File: src/rtl/imm_extend_pipe_if.sv
`default_nettype none
// ============================================================================
// Module      : imm_extend_pipe_if
// Description : Valid/ready bundle between the decode-side source, the
//               immediate extender pipe and its consumer (ALU-source and
//               PC-target muxes).
//               Input side  : in_valid, in_ready, instr, ImmSrc, in_tag
//               Output side : out_valid, out_ready, ImmOp, imm_illegal, out_tag
//               master : view of the environment (drives requests, accepts
//                        results)
//               slave  : view of the extender pipe
// Revision    : 1.0 - initial release
// ============================================================================
interface imm_extend_pipe_if #(
    parameter int DATA_WIDTH = 32,
    parameter int TAG_WIDTH  = 5
);
    logic                  in_valid;
    logic                  in_ready;
    logic [31:0]           instr;
    logic [2:0]            ImmSrc;
    logic [TAG_WIDTH-1:0]  in_tag;
    logic                  out_valid;
    logic                  out_ready;
    logic [DATA_WIDTH-1:0] ImmOp;
    logic                  imm_illegal;
    logic [TAG_WIDTH-1:0]  out_tag;

    modport master (
        output in_valid, instr, ImmSrc, in_tag, out_ready,
        input  in_ready, out_valid, ImmOp, imm_illegal, out_tag
    );

    modport slave (
        input  in_valid, instr, ImmSrc, in_tag, out_ready,
        output in_ready, out_valid, ImmOp, imm_illegal, out_tag
    );
endinterface
`default_nettype wire

File: src/rtl/imm_extend_pipe.sv
`default_nettype none
// ============================================================================
// Module      : imm_extend_pipe
// Description : RV32I immediate generator (I/S/B/U/J) with sign extension to
//               DATA_WIDTH (>= 32). The extended immediate is captured at
//               input accept into a 2-entry main/skid buffer and presented on
//               a valid/ready output together with a sideband tag.
// Ports       : clk   - clock, all state updates on rising edge
//               rst   - synchronous active-high reset (clears data too)
//               flush - synchronous flush, discards all buffered entries
//               bus   - imm_extend_pipe_if.slave (input and output handshakes)
// Revision    : 1.0 - initial release
// ============================================================================
module imm_extend_pipe #(
    parameter int DATA_WIDTH = 32,
    parameter int TAG_WIDTH  = 5
) (
    input  wire logic         clk,
    input  wire logic         rst,
    input  wire logic         flush,
    imm_extend_pipe_if.slave  bus
);

    typedef enum logic [1:0] {
        ST_EMPTY = 2'd0,
        ST_ONE   = 2'd1,
        ST_FULL  = 2'd2
    } state_t;

    state_t                state_q, state_d;

    logic [DATA_WIDTH-1:0] main_imm_q, main_imm_d;
    logic                  main_ill_q, main_ill_d;
    logic [TAG_WIDTH-1:0]  main_tag_q, main_tag_d;
    logic [DATA_WIDTH-1:0] skid_imm_q, skid_imm_d;
    logic                  skid_ill_q, skid_ill_d;
    logic [TAG_WIDTH-1:0]  skid_tag_q, skid_tag_d;

    logic [DATA_WIDTH-1:0] w_imm;
    logic                  w_illegal;
    logic                  w_accept;
    logic                  w_transfer;

    // ------------------------------------------------------------------
    // Format decode and sign extension of the incoming instruction
    // ------------------------------------------------------------------
    always_comb begin
        w_imm     = '0;
        w_illegal = 1'b0;
        case (bus.ImmSrc)
            3'b000: w_imm = {{(DATA_WIDTH-12){bus.instr[31]}}, bus.instr[31:20]};
            3'b001: w_imm = {{(DATA_WIDTH-12){bus.instr[31]}}, bus.instr[31:25],
                             bus.instr[11:7]};
            3'b010: w_imm = {{(DATA_WIDTH-13){bus.instr[31]}}, bus.instr[31],
                             bus.instr[7], bus.instr[30:25], bus.instr[11:8], 1'b0};
            3'b011: w_imm = {{(DATA_WIDTH-32){bus.instr[31]}}, bus.instr[31:12],
                             12'h000};
            3'b100: w_imm = {{(DATA_WIDTH-21){bus.instr[31]}}, bus.instr[31],
                             bus.instr[19:12], bus.instr[20], bus.instr[30:21], 1'b0};
            default: w_illegal = 1'b1;
        endcase
    end

    // in_ready depends only on the state register, so there is no
    // combinational path from out_ready back to the source.
    assign bus.in_ready    = (state_q != ST_FULL);
    assign bus.out_valid   = (state_q != ST_EMPTY);
    assign bus.ImmOp       = main_imm_q;
    assign bus.imm_illegal = main_ill_q;
    assign bus.out_tag     = main_tag_q;

    assign w_accept   = bus.in_valid & bus.in_ready;
    assign w_transfer = bus.out_valid & bus.out_ready;

    // ------------------------------------------------------------------
    // Next state and buffer loads
    // ------------------------------------------------------------------
    always_comb begin
        state_d    = state_q;
        main_imm_d = main_imm_q;
        main_ill_d = main_ill_q;
        main_tag_d = main_tag_q;
        skid_imm_d = skid_imm_q;
        skid_ill_d = skid_ill_q;
        skid_tag_d = skid_tag_q;

        if (flush) begin
            // Input offered in the flush cycle is dropped; a transfer in the
            // same cycle has already been consumed downstream.
            state_d = ST_EMPTY;
        end else begin
            case (state_q)
                ST_EMPTY: begin
                    if (w_accept) begin
                        state_d    = ST_ONE;
                        main_imm_d = w_imm;
                        main_ill_d = w_illegal;
                        main_tag_d = bus.in_tag;
                    end
                end
                ST_ONE: begin
                    if (w_accept && w_transfer) begin
                        main_imm_d = w_imm;
                        main_ill_d = w_illegal;
                        main_tag_d = bus.in_tag;
                    end else if (w_accept) begin
                        state_d    = ST_FULL;
                        skid_imm_d = w_imm;
                        skid_ill_d = w_illegal;
                        skid_tag_d = bus.in_tag;
                    end else if (w_transfer) begin
                        state_d    = ST_EMPTY;
                    end
                end
                ST_FULL: begin
                    if (w_transfer) begin
                        state_d    = ST_ONE;
                        main_imm_d = skid_imm_q;
                        main_ill_d = skid_ill_q;
                        main_tag_d = skid_tag_q;
                    end
                end
                default: state_d = ST_EMPTY;
            endcase
        end
    end

    always_ff @(posedge clk) begin
        if (rst) begin
            state_q    <= ST_EMPTY;
            main_imm_q <= '0;
            main_ill_q <= 1'b0;
            main_tag_q <= '0;
            skid_imm_q <= '0;
            skid_ill_q <= 1'b0;
            skid_tag_q <= '0;
        end else begin
            state_q    <= state_d;
            main_imm_q <= main_imm_d;
            main_ill_q <= main_ill_d;
            main_tag_q <= main_tag_d;
            skid_imm_q <= skid_imm_d;
            skid_ill_q <= skid_ill_d;
            skid_tag_q <= skid_tag_d;
        end
    end

endmodule
`default_nettype wire

File: src/flat_wrapper.sv
// flat-port wrapper written by rule: the top's interface ports become plain ports
module imm_extend_pipe_flat 
#(
    parameter int DATA_WIDTH = 32,
    parameter int TAG_WIDTH  = 5
)
  (clk, rst, flush, bus_in_valid, bus_instr, bus_ImmSrc, bus_in_tag, bus_out_ready, bus_in_ready, bus_out_valid, bus_ImmOp, bus_imm_illegal, bus_out_tag);
  imm_extend_pipe_if #(.DATA_WIDTH(DATA_WIDTH), .TAG_WIDTH(TAG_WIDTH)) bus_i ();
  input  wire logic clk;
  input  wire logic rst;
  input  wire logic flush;
  input wire logic [$bits(bus_i.in_valid)-1:0] bus_in_valid;
  input wire logic [$bits(bus_i.instr)-1:0] bus_instr;
  input wire logic [$bits(bus_i.ImmSrc)-1:0] bus_ImmSrc;
  input wire logic [$bits(bus_i.in_tag)-1:0] bus_in_tag;
  input wire logic [$bits(bus_i.out_ready)-1:0] bus_out_ready;
  output wire logic [$bits(bus_i.in_ready)-1:0] bus_in_ready;
  output wire logic [$bits(bus_i.out_valid)-1:0] bus_out_valid;
  output wire logic [$bits(bus_i.ImmOp)-1:0] bus_ImmOp;
  output wire logic [$bits(bus_i.imm_illegal)-1:0] bus_imm_illegal;
  output wire logic [$bits(bus_i.out_tag)-1:0] bus_out_tag;
  assign bus_i.in_valid = bus_in_valid;
  assign bus_i.instr = bus_instr;
  assign bus_i.ImmSrc = bus_ImmSrc;
  assign bus_i.in_tag = bus_in_tag;
  assign bus_i.out_ready = bus_out_ready;
  assign bus_in_ready = bus_i.in_ready;
  assign bus_out_valid = bus_i.out_valid;
  assign bus_ImmOp = bus_i.ImmOp;
  assign bus_imm_illegal = bus_i.imm_illegal;
  assign bus_out_tag = bus_i.out_tag;
  imm_extend_pipe #(.DATA_WIDTH(DATA_WIDTH), .TAG_WIDTH(TAG_WIDTH)) u_core (.clk(clk), .rst(rst), .flush(flush), .bus(bus_i));
endmodule
File: config.mk
export PLATFORM = sky130hd
export DESIGN_NAME = imm_extend_pipe_flat
export DESIGN_NICKNAME = d
export VERILOG_FILES = /design/src/rtl/imm_extend_pipe_if.sv /design/src/rtl/imm_extend_pipe.sv /design/src/flat_wrapper.sv
export SDC_FILE = /design/constraint.sdc
export NUM_CORES = 1
export LEC_CHECK = 0
export BUFFER_PORTS_ARGS = -buffer_cell sky130_fd_sc_hd__buf_2
export CORE_ASPECT_RATIO = 0.8
export CORE_MARGIN = 5
export CORE_UTILIZATION = 54
export CTS_CLUSTER_SIZE = 30
export DETAILED_ROUTE_END_ITERATION = 7
export GPL_ROUTABILITY_DRIVEN = 0
export HOLD_SLACK_MARGIN = 0.03
export PLACE_DENSITY = 0.79
export REMOVE_ABC_BUFFERS = 1
export SYNTH_ARGS = -nofsm -noshare
export SYNTH_HDL_FRONTEND = slang
export SYNTH_SLANG_ARGS = --single-unit
File: constraint.sdc
create_clock -name clk -period 1.72 [get_ports clk]
set_clock_uncertainty 0.1 [all_clocks]
set_input_delay 0.086 -clock clk [delete_from_list [all_inputs] [get_ports clk]]
set_output_delay 0.086 -clock clk [all_outputs]
set_load 0.1 [all_outputs]
; ---- After elaboration in Yosys (flattened, before gate mapping)
; Cells that the tools add are included.
[totals]
regBits = 78
out_inout_bits = 40
wordCells = 53
[op_classes]
bitwise = 4
mux = 20
reduce_logical = 10
eq_ne = 12
[ops]
columns = cell, n
row1 = $pmux W32 S5, 1
row2 = $mux W32, 3
row3 = $pmux W32 S3, 1
row4 = $mux W5, 3
row5 = $pmux W5 S3, 1
row6 = $mux W2, 5
row7 = $reduce_and A4 Y1, 2
row8 = $eq A3 B2 Y1 const B, 2
row9 = $ne A2 B1 Y1 const B, 3
row10 = $pmux W2 S3, 1
row11 = $reduce_and A5 Y1, 1
row12 = $reduce_or A5 Y1, 1
row13 = $mux W1, 4
row14 = $ne A2 B2 Y1 const B, 2
row15 = $eq A3 B1 Y1 const B, 1
row16 = $eq A3 B3 Y1 const B, 1
row17 = $logic_not A3 Y1, 1
row18 = $ne A3 B1 Y1 const B, 1
row19 = $pmux W1 S3, 1
row20 = $reduce_bool A3 Y1, 1
row21 = $and A1 B1 Y1, 2
row22 = $eq A2 B1 Y1 const B, 1
row23 = $eq A2 B2 Y1 const B, 1
row24 = $logic_not A2 Y1, 1
row25 = other kinds (4), 5

; ---- Longest topological paths before layout
[depth]
ltp_word = 6
ltp_mapped = 8
depth_no_buf = 5

; ---- Worst setup path after synthesis
; Ideal clock, no wire load.
[synth_timing]
path_kind = register to register
from = register u_core.state_q[0]
to = register u_core.main_tag_q[1], in the netlist u_core.bus.out_tag[1]
setup_slack_ns = -0.094
required_time_ns = 1.532
path_stages_with_launch = 8
setup_time_ns = 0.088
path_buffers = 3
t_arrival_ns = 1.626
cell_sequence = dfxtp_1 > buf_4 > nor2b_1 > buf_2 > inv_2 > buf_2 > nand2_1 > a311oi_2
[synth_between]
elab_chain_cells = 5
[synth_lines]
columns = element, line_no
row1 = "start, declared", imm_extend_pipe.sv:30  ; state_t state_q, state_d;
row2 = "start signal, assigned", imm_extend_pipe.sv:138  ; state_q <= state_d;
row3 = $ne A2 B2 Y1 (*), imm_extend_pipe.sv:66  ; assign bus.in_ready = (state_q != ST_FULL);
row4 = named net bus_in_ready, flat_wrapper.sv:17  ; output wire logic [$bits(bus_i.in_ready)-1:0] bus_in_ready;
row5 = $and A1 B1 Y1 (*), imm_extend_pipe.sv:72  ; assign w_accept = bus.in_valid & bus.in_ready;
row6 = $logic_and A1 B1 Y1, imm_extend_pipe.sv:102  ; if (w_accept && w_transfer) begin
row7 = $ne A2 B1 Y1 (no line), --
row8 = $reduce_and A5 Y1 (no line) (*), --
row9 = "end signal, assigned", imm_extend_pipe.sv:141  ; main_tag_q <= main_tag_d;
row10 = "end, declared", imm_extend_pipe.sv:34  ; logic [TAG_WIDTH-1:0] main_tag_q, main_tag_d;
; Mark *: on every way through the listed nets, which the timed path passes. The rest lies on a longest branch.
; A chain may end at the register's enable or synchronous reset.

; ---- Worst setup path after layout
[layout_timing]
from = input port flush
to = register u_core.main_imm_q[9], in the netlist u_core.bus.ImmOp[9]
[layout_between]
elab_chain_cells = 2
[layout_lines]
columns = element, line_no
row1 = "start, declared", flat_wrapper.sv:11  ; input wire logic flush;
row2 = $not A1 Y1 (no line), --
row3 = $reduce_and A5 Y1 (no line), --
row4 = "end signal, assigned", imm_extend_pipe.sv:139  ; main_imm_q <= main_imm_d;
row5 = "end, declared", imm_extend_pipe.sv:32  ; logic [DATA_WIDTH-1:0] main_imm_q, main_imm_d;
; No other way between the ends.

==> impl_metrics.tcl <==
set metrics [dict create \
    overflow 0 \
    relSlewSlack_pct 60.8 \
    cts_buffers 9 \
    synthArstFlopShare_pct 0 \
    cp_max_fo 19 \
    drc 0 \
    grt_pass1_vias 3585 \
    status "finished, final reports clean" \
    finalMaxSlewViolations 0 \
    powerDensity_nw_per_um2 895 \
    drtIter0Drc 352 \
    hold_class "input pin to flop" \
    fmax_ghz 0.602 \
    fin_cells 633 \
    dieArea_sq_um 8940 \
    required_ps 1880 \
    grt_pass1_wl_microns 17400 \
    top_layer "met4" \
    start_kind "input pin" \
    clock-root-buffer "clkbuf_8" \
    fp.coreArea_sq_um 6930 \
    ant_nets 0 \
    yosys_warnings 0 \
    fillers 541 \
    synth_area_sq_um 3850 \
    area_delta_synth_final_pct 23.9 \
    clock_latency_ps 350 \
    cts_max_level 3 \
    yosys.area_share.simple_pct 28.3 \
    synth_xor_area_share_pct 0.227 \
    fin_nets 586 \
    grt_max_degree 92 \
    peakVddDrop_mv 0.451 \
    cp.arrival_ps 1820 \
    clkSinkCount 78 \
    synth_ff_type "dfxtp_1" \
    num_rows 27 \
    drt-pass1-iter-count 5 \
    cts_tree "built" \
    setup_viol 0 \
    synthCells 456 \
    worstMarginPinSlew_ps 588 \
    grt_usage_pct 23.3 \
    io_pins 85 \
    antenna_found_initial 0 \
    synth_edf_count 0 \
    final_util_pct 68.9 \
    multi_input_area_sq_um 2060 \
    synth-seq-area-share_pct 40.5 \
    ys_ff_latch 78 \
    endpoint_kind "flop" \
    routed_wl_microns 10600 \
    final_cell_mix "dfxtp_1 (76), buf_2 (75), nor2_1 (63)" \
    syn_area_per_cell_sq_um 8.45 \
    p_leak_nw 1.86 \
    muxShareOfSynthArea_pct 2.21 \
    finalHoldViolCount 0 \
    synth_top_family_by_area "simple AND/OR/NAND/NOR gates" \
    antenna_cells 0 \
    wl_met3_microns 975 \
    clk_path_buf_depth 2 \
    wl_per_cell_microns 16.8 \
    crit_type "input pin to flop" \
    yosys.area_share.adder_pct 0.292 \
    placed_cells 597 \
    clk_pin_slew_ps 80 \
    die_w_microns 104 \
    cap_violations 0 \
    final_common_cell "dfxtp_1" \
    ff_latch_area_sq_um 1560 \
    final_layout_size_suffix_gt1_share_pct 26.0 \
    min_period_over_period_pct 96.5 \
    fin_crit_ps 1660 \
    met1_length_microns 4590 \
    rsz0062_at_grt "no" \
    wl_met2_microns 4930 \
    total_power_w 0.00427 \
    place_hpwl_microns 6750 \
    synth_compound_area_share_pct 21.6 \
    vias_per_cell 6.01 \
    portBuffers 77 \
    initial_core_util_pct 55.6 \
    synth_cell_types 46 \
    dr_total_vias 3803 \
    die_y_microns 85.6 \
]
==> worst max-delay path, stage by stage <==
cell	delay (ps)
dlygate4sd3_1	530
buf_2	220
and4bb_2	300
a21oi_2	190
buf_12	180
a221oi_1	60
nor3_1	250
==> synth_stat cells (4+ instances only) <==
| cell | count | share of area, % |
|---|---|---|
| dfxtp_1 | 78 | 41 |
| nor2_1 | 64 | 6.2 |
| nand2_1 | 46 | 4.5 |
| nor3_1 | 35 | 4.5 |
| a21oi_1 | 29 | 3.8 |
| buf_2 | 18 | 2.3 |
| nand3b_1 | 17 | 3.3 |
| o211ai_1 | 16 | 3.1 |
| nand2b_1 | 15 | 2.4 |
| clkbuf_1 | 14 | 1.4 |
| a211oi_1 | 13 | 2.5 |
| o31a_1 | 11 | 2.5 |
| o31ai_1 | 11 | 2.1 |
| buf_4 | 10 | 1.9 |
| nand4b_1 | 8 | 1.8 |
| nand4bb_1 | 8 | 2.3 |
| mux2i_1 | 7 | 1.8 |
| a221oi_1 | 6 | 1.4 |
| a22oi_1 | 6 | 1.2 |
| o21ai_0 | 5 | 0.65 |
| o2bb2ai_1 | 4 | 0.91 |
==> final timing paths <==
| check | from | to | slack, ps | depth (start not counted) |
|---|---|---|---|---|
| hold reg to reg | u_core.bus.ImmOp[15]$_SDFFE_PP0P_ | u_core.bus.ImmOp[15]$_SDFFE_PP0P_ | 360 | 2 |
| setup / recovery | flush | u_core.bus.ImmOp[9]$_SDFFE_PP0P_ | 60 | 7 |
| setup reg to reg | u_core.state_q[1]$_SDFFE_PP0P_ | u_core.bus.ImmOp[9]$_SDFFE_PP0P_ | 80 | 5 |
| hold / removal | bus_in_valid | u_core.state_q[0]$_SDFFE_PP0P_ | 40 | 4 |
==> power by group <==
group | switching [W] | internal (W)
Combinational | 0.000759 | 0.000289
Clock | 0.000728 | 0.000584
Sequential | 0.0000378 | 0.00187
Total | 0.00153 | 0.00275
==> flip-flops by register name, indices dropped and copies added, names as in the netlist <==
| register | count |
|---|---|
| u_core.bus.ImmOp | 32 |
| u_core.skid_imm_q | 32 |
| u_core.bus.out_tag | 5 |
| u_core.skid_tag_q | 5 |
| u_core.state_q | 2 |
| u_core.bus.imm_illegal | 1 |
| u_core.skid_ill_q | 1 |
==> timing repair <==
item	CTS	global route
pin swaps	0	0
gates cloned	0	1
setup endpoints to repair	1	41
buffers inserted	1	0
hold buffers	18	0
resized for setup	2	9
endpoints found under the hold margin	40	0
==> final cells by class <==
cell class | instances | area share [%]
multi-input cells | 330 | 43.2
clock buffers | 10 | 2.88
repair buffers | 120 | 17.7
flip-flops and latches | 78 | 32.8
inverters | 2 | 0.157
well taps | 87 | 2.28
clock inverters | 6 | 1.05
==> routing by layer <==
metal,track usage (%),vias to the layer above
met5,0,-
met4,6.94,0
met3,6.92,13
met2,36.9,177
met1,31.0,1800
li1,-,1813
==> stage by stage <==
step / hold slack, ps / setup slack (ps) / instance area, sq um / TNS, ps
2_1_floorplan: 50.6 / -1430 / 3600 / -54970
3_3_place_gp: 236 / 83.8 / 4340 / 0
3_5_place_dp: 242 / 27.2 / 4340 / 0
4_1_cts: 31.8 / 3.02 / 4720 / 0
5_1_grt: 65.3 / 4.95 / 4770 / 0
6_report: 41.6 / 59.6 / 4770 / 0
==> cell families (layout without fill, tap and decap cells) <==
kind of cell / after synthesis / count (layout)
simple gates: 207 / 207
compound gates: 113 / 113
flops: 78 / 78
buf+inv: 48 / 138
mux: 8 / 8
fa+ha+maj: 1 / 1
xor+xnor: 1 / 1
Power figures use the tool's default switching activity.
